$ cat config.mk
export PLATFORM = sky130hd
export DESIGN_NAME = obi_mem_arbiter_flat
export DESIGN_NICKNAME = d
export VERILOG_FILES = /design/src/rtl/obi_mem_arbiter_if.sv /design/src/rtl/obi_mem_arbiter.sv /design/src/flat_wrapper.sv
export SDC_FILE = /design/constraint.sdc
export NUM_CORES = 1
export LEC_CHECK = 0
export CORE_AREA = 2 2 123 125
export DETAILED_ROUTE_END_ITERATION = 8
export DIE_AREA = 0 0 125 127
export GPL_TIMING_DRIVEN = 0
export PLACE_DENSITY_LB_ADDON = 0.12
export SLEW_MARGIN = 20
export SYNTH_ARGS = -nofsm -noshare
export SYNTH_HDL_FRONTEND = slang
export SYNTH_SLANG_ARGS = --single-unit
$ cat constraint.sdc
create_clock -name clk -period 5.5 [get_ports clk]
set_clock_uncertainty 0.2 [all_clocks]
set_input_delay 1.65 -clock clk [delete_from_list [all_inputs] [get_ports clk]]
set_output_delay 1.65 -clock clk [all_outputs]
set_load 0.05 [all_outputs]
$ cat src/rtl/obi_mem_arbiter_if.sv
// Request/response bundle for one OBI-style req/gnt/rvalid memory port.
// The arbiter takes instr and data as slaves and drives mem as master.
interface obi_mem_arbiter_if;
  logic        req;
  logic        we;
  logic [3:0]  be;
  logic [31:0] addr;
  logic [31:0] wdata;
  logic        gnt;
  logic        rvalid;
  logic [31:0] rdata;
  logic        err;

  modport master (output req, we, be, addr, wdata, input gnt, rvalid, rdata, err);
  modport slave  (input req, we, be, addr, wdata, output gnt, rvalid, rdata, err);
endinterface

$ cat src/rtl/obi_mem_arbiter.sv
// Shares one memory port between instruction fetch and LSU, tracking the
// source of every accepted request so in-order responses route back correctly.
module obi_mem_arbiter #(
  parameter int MAX_OUTSTANDING = 2,
  parameter int DATA_PRIORITY   = 1
) (
  input  logic                  clk,
  input  logic                  reset_n,
  obi_mem_arbiter_if.slave      instr,
  obi_mem_arbiter_if.slave      data,
  obi_mem_arbiter_if.master     mem,
  output logic                  protocol_err
);

  localparam int CW = $clog2(MAX_OUTSTANDING + 1);
  localparam int PW = (MAX_OUTSTANDING > 1) ? $clog2(MAX_OUTSTANDING) : 1;
  localparam logic [CW-1:0] COUNT_MAX = CW'(MAX_OUTSTANDING);
  localparam logic [PW-1:0] PTR_LAST  = PW'(MAX_OUTSTANDING - 1);

  localparam logic [0:0] ST_ARB  = 1'b0;
  localparam logic [0:0] ST_HOLD = 1'b1;

  logic [0:0]    state_r;
  logic          hold_src_r;
  logic          last_grant_r;
  logic          src_q_r [MAX_OUTSTANDING];
  logic [PW-1:0] wr_ptr_r;
  logic [PW-1:0] rd_ptr_r;
  logic [CW-1:0] count_r;
  logic          protocol_err_r;

  logic sel_s;
  logic full_s;
  logic empty_s;
  logic accept_s;
  logic pop_s;
  logic head_s;

  function automatic logic [PW-1:0] ptr_inc(input logic [PW-1:0] p);
    return (p == PTR_LAST) ? {PW{1'b0}} : p + PW'(1);
  endfunction

  // full is registered so a same-cycle pop never frees a slot for a push
  assign full_s   = (count_r == COUNT_MAX);
  assign empty_s  = (count_r == {CW{1'b0}});
  assign accept_s = mem.req & mem.gnt;
  assign pop_s    = mem.rvalid & ~empty_s;
  assign head_s   = src_q_r[rd_ptr_r];

  // Source selection: frozen while a request waits for its grant
  always_comb begin
    sel_s = 1'b0;
    if (state_r == ST_HOLD) begin
      sel_s = hold_src_r;
    end else if (instr.req && data.req) begin
      sel_s = (DATA_PRIORITY != 0) ? 1'b1 : ~last_grant_r;
    end else if (data.req) begin
      sel_s = 1'b1;
    end else begin
      sel_s = 1'b0;
    end
  end

  // Memory request mux; idle fields stay zero so an idle port reads all-zero
  always_comb begin
    mem.req   = (instr.req | data.req) & ~full_s;
    mem.we    = 1'b0;
    mem.be    = 4'h0;
    mem.addr  = 32'h0;
    mem.wdata = 32'h0;
    if (sel_s) begin
      mem.we    = data.we;
      mem.be    = data.be;
      mem.addr  = data.addr;
      mem.wdata = data.wdata;
    end else if (instr.req) begin
      mem.be    = 4'hF;
      mem.addr  = instr.addr;
    end else begin
      mem.be    = 4'h0;
    end
  end

  assign instr.gnt    = accept_s & ~sel_s;
  assign data.gnt     = accept_s & sel_s;
  assign instr.rvalid = pop_s & ~head_s;
  assign instr.err    = pop_s & ~head_s & mem.err;
  assign instr.rdata  = mem.rdata;
  assign data.rvalid  = pop_s & head_s;
  assign data.err     = pop_s & head_s & mem.err;
  assign data.rdata   = mem.rdata;
  assign protocol_err = protocol_err_r;

  // Arbiter FSM plus round-robin history
  always_ff @(posedge clk or negedge reset_n) begin
    if (!reset_n) begin
      state_r      <= ST_ARB;
      hold_src_r   <= 1'b0;
      last_grant_r <= 1'b0;
    end else begin
      case (state_r)
        ST_ARB: begin
          if (mem.req && !mem.gnt) begin
            state_r    <= ST_HOLD;
            hold_src_r <= sel_s;
          end
        end
        ST_HOLD: begin
          if (mem.gnt) state_r <= ST_ARB;
        end
        default: state_r <= ST_ARB;
      endcase
      if (accept_s) last_grant_r <= sel_s;
    end
  end

  // In-order source tracker and sticky protocol error
  always_ff @(posedge clk or negedge reset_n) begin
    if (!reset_n) begin
      for (int i = 0; i < MAX_OUTSTANDING; i++) src_q_r[i] <= 1'b0;
      wr_ptr_r       <= {PW{1'b0}};
      rd_ptr_r       <= {PW{1'b0}};
      count_r        <= {CW{1'b0}};
      protocol_err_r <= 1'b0;
    end else begin
      if (accept_s) begin
        src_q_r[wr_ptr_r] <= sel_s;
        wr_ptr_r          <= ptr_inc(wr_ptr_r);
      end
      if (pop_s) rd_ptr_r <= ptr_inc(rd_ptr_r);
      case ({accept_s, pop_s})
        2'b10:   count_r <= count_r + CW'(1);
        2'b01:   count_r <= count_r - CW'(1);
        default: count_r <= count_r;
      endcase
      if (mem.rvalid && empty_s) protocol_err_r <= 1'b1;
    end
  end

endmodule

$ cat src/flat_wrapper.sv
// flat-port wrapper written by rule: the top's interface ports become plain ports
module obi_mem_arbiter_flat 
#(
  parameter int MAX_OUTSTANDING = 2,
  parameter int DATA_PRIORITY   = 1
)
  (clk, reset_n, protocol_err, instr_req, instr_we, instr_be, instr_addr, instr_wdata, instr_gnt, instr_rvalid, instr_rdata, instr_err, data_req, data_we, data_be, data_addr, data_wdata, data_gnt, data_rvalid, data_rdata, data_err, mem_req, mem_we, mem_be, mem_addr, mem_wdata, mem_gnt, mem_rvalid, mem_rdata, mem_err);
  obi_mem_arbiter_if instr_i ();
  obi_mem_arbiter_if data_i ();
  obi_mem_arbiter_if mem_i ();
  input  logic clk;
  input  logic reset_n;
  output logic protocol_err;
  input wire logic [$bits(instr_i.req)-1:0] instr_req;
  input wire logic [$bits(instr_i.we)-1:0] instr_we;
  input wire logic [$bits(instr_i.be)-1:0] instr_be;
  input wire logic [$bits(instr_i.addr)-1:0] instr_addr;
  input wire logic [$bits(instr_i.wdata)-1:0] instr_wdata;
  output wire logic [$bits(instr_i.gnt)-1:0] instr_gnt;
  output wire logic [$bits(instr_i.rvalid)-1:0] instr_rvalid;
  output wire logic [$bits(instr_i.rdata)-1:0] instr_rdata;
  output wire logic [$bits(instr_i.err)-1:0] instr_err;
  input wire logic [$bits(data_i.req)-1:0] data_req;
  input wire logic [$bits(data_i.we)-1:0] data_we;
  input wire logic [$bits(data_i.be)-1:0] data_be;
  input wire logic [$bits(data_i.addr)-1:0] data_addr;
  input wire logic [$bits(data_i.wdata)-1:0] data_wdata;
  output wire logic [$bits(data_i.gnt)-1:0] data_gnt;
  output wire logic [$bits(data_i.rvalid)-1:0] data_rvalid;
  output wire logic [$bits(data_i.rdata)-1:0] data_rdata;
  output wire logic [$bits(data_i.err)-1:0] data_err;
  output wire logic [$bits(mem_i.req)-1:0] mem_req;
  output wire logic [$bits(mem_i.we)-1:0] mem_we;
  output wire logic [$bits(mem_i.be)-1:0] mem_be;
  output wire logic [$bits(mem_i.addr)-1:0] mem_addr;
  output wire logic [$bits(mem_i.wdata)-1:0] mem_wdata;
  input wire logic [$bits(mem_i.gnt)-1:0] mem_gnt;
  input wire logic [$bits(mem_i.rvalid)-1:0] mem_rvalid;
  input wire logic [$bits(mem_i.rdata)-1:0] mem_rdata;
  input wire logic [$bits(mem_i.err)-1:0] mem_err;
  assign instr_i.req = instr_req;
  assign instr_i.we = instr_we;
  assign instr_i.be = instr_be;
  assign instr_i.addr = instr_addr;
  assign instr_i.wdata = instr_wdata;
  assign instr_gnt = instr_i.gnt;
  assign instr_rvalid = instr_i.rvalid;
  assign instr_rdata = instr_i.rdata;
  assign instr_err = instr_i.err;
  assign data_i.req = data_req;
  assign data_i.we = data_we;
  assign data_i.be = data_be;
  assign data_i.addr = data_addr;
  assign data_i.wdata = data_wdata;
  assign data_gnt = data_i.gnt;
  assign data_rvalid = data_i.rvalid;
  assign data_rdata = data_i.rdata;
  assign data_err = data_i.err;
  assign mem_req = mem_i.req;
  assign mem_we = mem_i.we;
  assign mem_be = mem_i.be;
  assign mem_addr = mem_i.addr;
  assign mem_wdata = mem_i.wdata;
  assign mem_i.gnt = mem_gnt;
  assign mem_i.rvalid = mem_rvalid;
  assign mem_i.rdata = mem_rdata;
  assign mem_i.err = mem_err;
  obi_mem_arbiter #(.MAX_OUTSTANDING(MAX_OUTSTANDING), .DATA_PRIORITY(DATA_PRIORITY)) u_core (.clk(clk), .reset_n(reset_n), .instr(instr_i), .data(data_i), .mem(mem_i), .protocol_err(protocol_err));
endmodule
==> After elaboration in Yosys (flattened, before gate mapping) <==
Index checks and enable logic that the tools add are counted.
{ "word_totals": {"register_bits": 9, "latchBits": 0, "ramBits": 0, "romBits": 0, "in_bits": 177, "out_inout_bits": 141, "elab_cells": 64, "mem_count": 0} }
{ "classes": {"add_sub_neg": 4, "multipliers": 0, "div_mod_pow": 0, "order_cmp": 3, "n_eq_ne": 3, "shifts": 0, "n_mux": 21, "n_bitwise": 17, "reduce_logical": 8} }
{ "op_table": {"columns": ["op", "n"], "rows": [
  ["$mux 32", 3],
  ["$mux 1", 12],
  ["$and 1x1->1", 9],
  ["$mux 4", 2],
  ["$not 1->1", 5],
  ["$eq 2x2->1 const B", 2],
  ["$ge 2x2->1 const B", 2],
  ["$logic_and 1x1->1", 4],
  ["$not 1->2", 2],
  ["$pmux 2 s2", 1],
  ["$add 1x1->1 const B", 2],
  ["$add 2x1->2 const B", 1],
  ["$bwmux 2", 1],
  ["$eq 2x1->1 const B", 1],
  ["$logic_not 2->1", 1],
  ["$lt 2x1->1 const B", 1],
  ["$pmux 1 s2", 1],
  ["$reduce_and 2->1", 1],
  ["$reduce_bool 2->1", 1],
  ["$sub 2x1->2 const B", 1],
  ["$demux 1 s1", 1],
  ["$logic_not 1->1", 1],
  ["$or 1x1->1", 1]
]} }

==> Depth between registers and ports, before layout <==
{ "logic_depth": {"ltp_word": 7, "mapped_depth": 8, "mapped_depth_nobuf": 6} }

==> Worst setup path before layout <==
Ideal clock, no wire load.
{ "synth_path": {"path_type": "in2out", "from": "input port instr_req", "to": "output port data_gnt", "t_arrival_ns": 2.990, "required_ns": 3.650, "slack_ns": 0.660, "path_stages": 5, "n_path_buf": 2, "cell_sequence": "buf_2 nor2_1 or3_1 buf_2 nor2_1"} }
{ "synth_via": {"elab_chain_len": 4, "elab_cells_between_ends": 7, "classes_between": "mux: 2; bitwise: 4; reduce/logical: 1"} }
{ "synth_rtl": {"columns": ["element", "line_no", "rtl"], "rows": [
  ["start: declaration", "flat_wrapper.sv:14", "input wire logic [$bits(instr_i.req)-1:0] instr_req;"],
  ["$or 1x1->1 or $logic_and 1x1->1 (tied branches)", "obi_mem_arbiter.sv:66, obi_mem_arbiter.sv:55", null],
  ["$and 1x1->1 or $mux 1 (tied branches)", "obi_mem_arbiter.sv:66, obi_mem_arbiter.sv:55", null],
  ["$and 1x1->1 or $mux 1 (tied branches)", "obi_mem_arbiter.sv:46, obi_mem_arbiter.sv:53", null],
  ["$and 1x1->1 (*)", "obi_mem_arbiter.sv:85", "assign data.gnt = accept_s & sel_s;"],
  ["end: declaration", "flat_wrapper.sv:28", "output wire logic [$bits(data_i.gnt)-1:0] data_gnt;"]
]} }
Mark *: on every way between the ends. The rest lies on a longest branch, timed or not.

==> Final worst setup path <==
{ "layout_path": {"from": "input port data_req", "to": "output port mem_addr[23]"} }
{ "layout_via": {"elab_chain_len": 4, "elab_cells_between_ends": 5, "classes_between": "mux: 4; reduce/logical: 1"} }
{ "layout_rtl": {"columns": ["element", "line_no", "rtl"], "rows": [
  ["start: declaration", "flat_wrapper.sv:23", "input wire logic [$bits(data_i.req)-1:0] data_req;"],
  ["$mux 1 or $logic_and 1x1->1 (tied branches)", "obi_mem_arbiter.sv:57, obi_mem_arbiter.sv:55", null],
  ["$mux 1 (*)", "obi_mem_arbiter.sv:55", "end else if (instr.req && data.req) begin"],
  ["$mux 1 (*)", "obi_mem_arbiter.sv:53", "if (state_r == ST_HOLD) begin"],
  ["$mux 32 (*)", "obi_mem_arbiter.sv:71", "if (sel_s) begin"],
  ["end: declaration", "flat_wrapper.sv:35", "output wire logic [$bits(mem_i.addr)-1:0] mem_addr;"]
]} }
Marked as above.

==> results.json <==
{
  "ios": 318,
  "regToRegSetupSlack_ps": 3570,
  "r2r_cells": 6,
  "drcViolationCount": 0,
  "fin_area_um2": 4290,
  "grt_pass1_vias": 2433,
  "ys_seq_elements": 9,
  "path_cells": "clkdlybuf4s50_1 -> mux2i_4 -> buf_2 -> nand3_1 -> nand2_1 -> dlygate4sd2_1",
  "p_int_mw": 0.576,
  "worstSetupPathType": "input port to primary output",
  "slew_viol_final": 0,
  "ys_warn_count": 0,
  "grt_first_pass_wirelength_um": 12800,
  "syn_area_per_cell_um2": 6.37,
  "hp-class": "register to register",
  "setup_tns_ps": 0,
  "dr.pass1.iters": 4,
  "p_leak_nw": 2.01,
  "drt-met1-wl_um": 2940,
  "dp_slack_ps": -428,
  "layout_setup_ws_ps": 136,
  "fin_crit_sh_pct": 97.5,
  "grt_start_max_net_pins": 11,
  "vias": 2447,
  "status": "complete, no violations",
  "power_density_nw_per_um2": 337,
  "cp.arrival_ps": 3510,
  "worstHoldEndpoint": "u_core.protocol_err",
  "post_drt_via_cell_ratio": 3.53,
  "grt_usage_pct": 9.84,
  "syn_inst": 259,
  "hold_depth": 1,
  "max_freq_mhz": 186,
  "p_clk_share_pct": 8.8,
  "num-nets-final": 689,
  "tritoncts": "yes",
  "synth_fp_nets": 437,
  "wl_met2_um": 4880,
  "whs_ps": 257,
  "rows": 44,
  "io_buffers": 247,
  "crit_buf_inv": 3,
  "final_cells": 694,
  "mappedNetlistArea_um2": 1650,
  "power_frac_seq_pct": 8.7,
  "crit_family": "buffers and inverters",
  "final-setup-viol-count": 0,
  "p_sw_mw": 0.867,
  "wire_per_inst_um": 12.4,
  "worstHoldStart": "u_core.protocol_err",
  "die_h_um": 127,
  "reg2reg_to": "u_core.count_r[1]",
  "crit_slowest_cell": "dlygate4sd2_1",
  "ir_drop_mv": 0.131,
  "slowest_delay_ps": 520,
  "min_period_ps": 5360,
  "ys_types": 26,
  "routed.top_layer": "met4",
  "required_ps": 3650,
  "cts_root_buf": "clkbuf_16",
  "htree_levels": 1,
  "antenna_cells": 0,
  "cts_buffers": 3,
  "worst_setup_path_start_kind": "input port",
  "syn2layout_area_growth_pct": 160,
  "placedInstanceArea_um2": 4350,
  "hold_buffers": 0,
  "sw_frac_of_total_pct": 60.1,
  "cts_num_sinks": 9,
  "combPwrFrac_pct": 82.5,
  "initial_utilization_pct": 11.4,
  "cts_resized": 92,
  "worst_pin_slew_ps": 529,
  "final_core_util_pct": 29.7,
  "met3WireLength_um": 782,
  "drt_iter0_markers": 49,
  "postCtsSetupBuffers": 0,
  "dp_hpwl_um": 7610,
  "timing.final.hold_violations": 0,
  "clock_latency_ps": 230,
  "clkTransAtPathRegs_ps": 40,
  "worstSetupStartpoint": "data_req",
  "cp_max_fo": 10,
  "gp_congestion": 0.770,
  "place_inst": 690,
  "cts_buffer_depth": 2,
  "overflow": 0,
  "drtAntennaViolNets": 0,
  "grt_antenna_before_repair": 0,
  "worstReg2RegStart": "u_core.count_r[1]",
  "fp.dieW_um": 125,
  "p_total_mw": 1.44,
  "ys_seq_area_share_pct": 13.7,
  "relSlewSlack_pct": 64.9,
  "drive_gt1_share_pct": 23.5,
  "die_area_um2": 15900,
  "maxCapViolCount": 0,
  "grt_setup_unrepaired": "no",
  "critPathCaptureType": "primary output",
  "wl_um": 8610,
  "core_region_area_um2": 14400
}
## worst register-to-register path, delay by kind of cell, from the launching register on
| family | cells | cell delay [ps] |
|---|---|---|
| fa+ha+maj | 1 | 300 |
| buf+inv | 1 | 160 |
| xor+xnor | 1 | 150 |
| flops | 1 | 400 |
| simple gates | 3 | 640 |
## power groups by stage
stage               Combinational, mW  Sequential [mW]  Clock (mW)
detailed placement               1.28            0.125           0
global route                     1.26            0.132       0.135
CTS                              1.21            0.126       0.131
floorplan                       0.837            0.119           0
global placement                 1.29            0.125           0
finish                           1.19            0.126       0.127
## Yosys cell counts
cell / n / area [um2]
buf_2: 8 / 40.0
and2_1: 33 / 206
o41ai_1: 1 / 8.76
mux2i_2: 1 / 13.8
nand3_1: 32 / 160
nor2b_1: 2 / 12.5
and3_1: 1 / 6.26
a21o_1: 1 / 7.51
inv_1: 2 / 7.51
nand2_1: 74 / 278
o21a_1: 1 / 7.51
clkbuf_1: 7 / 26.3
nor2_1: 7 / 26.3
buf_4: 64 / 480
mux2_2: 3 / 33.8
mux2i_1: 1 / 10.0
nor3_1: 1 / 5.00
nor3b_1: 1 / 7.51
ha_1: 1 / 12.5
xnor2_1: 4 / 35.0
or3_1: 1 / 6.26
nor4_1: 1 / 6.26
o31ai_2: 1 / 12.5
o21ai_1: 1 / 5.00
dfrtp_1: 9 / 225
xor2_1: 1 / 8.76
## area by class of cell
type	count	area (um2)
fill	1601	10100
timing repair buffer	247	2320
multi-input combinational	169	878
buffer	79	548
tap	184	230
sequential	9	225
clock buffer	4	78.8
inverter	2	7.51
## per-layer routing
layer | up-vias | global-route usage [%]
met1 | 1056 | 10.4
li1 | 1253 | -
met3 | 2 | 2.85
met5 | - | 0
met2 | 136 | 20.1
met4 | 0 | 0.392
## sequential cells by signal (all words and copies together), names as in the netlist
register / cells
u_core.rd_ptr_r: 1
u_core.protocol_err: 1
u_core.count_r: 2
u_core.wr_ptr_r: 1
u_core.state_r: 1
u_core.src_q_r: 2
u_core.hold_src_r: 1
## how the worst max path moves through the flow
stage | depth (start not counted) | to
final | 6 | mem_addr[23]
after global routing | 6 | mem_addr[13]
after CTS | 5 | mem_wdata[13]
after detailed placement | 6 | mem_addr[4]
after global placement | 6 | mem_addr[4]
after floorplan | 5 | data_gnt
## cell usage in the layout, fill, tap and decap left out, drive strengths merged
master / count
nand2: 74
a21o: 1
mux2: 3
dlygate4sd2: 16
o21a: 1
xnor2: 4
dfrtp: 9
o41ai: 1
buf: 72
xor2: 1
nor2b: 2
clkdlybuf4s15: 26
nor2: 7
nor3: 1
nor4: 1
ha: 1
nor3b: 1
mux2i: 2
and3: 1
inv: 2
nand3: 32
clkdlybuf4s50: 176
clkbuf: 40
o21ai: 1
and2: 33
o31ai: 1
or3: 1
## logic make-up (layout without fill, tap and decap cells)
kind of cell,count (synthesis),in the layout,share of synthesized area [%]
xor+xnor,5,5,2.66
mux,5,5,3.49
compound gates,5,5,2.50
simple gates,153,153,43.3
flops,9,9,13.7
buf+inv,81,332,33.6
fa+ha+maj,1,1,0.759
No activity file was read; power rests on OpenSTA's default activity.
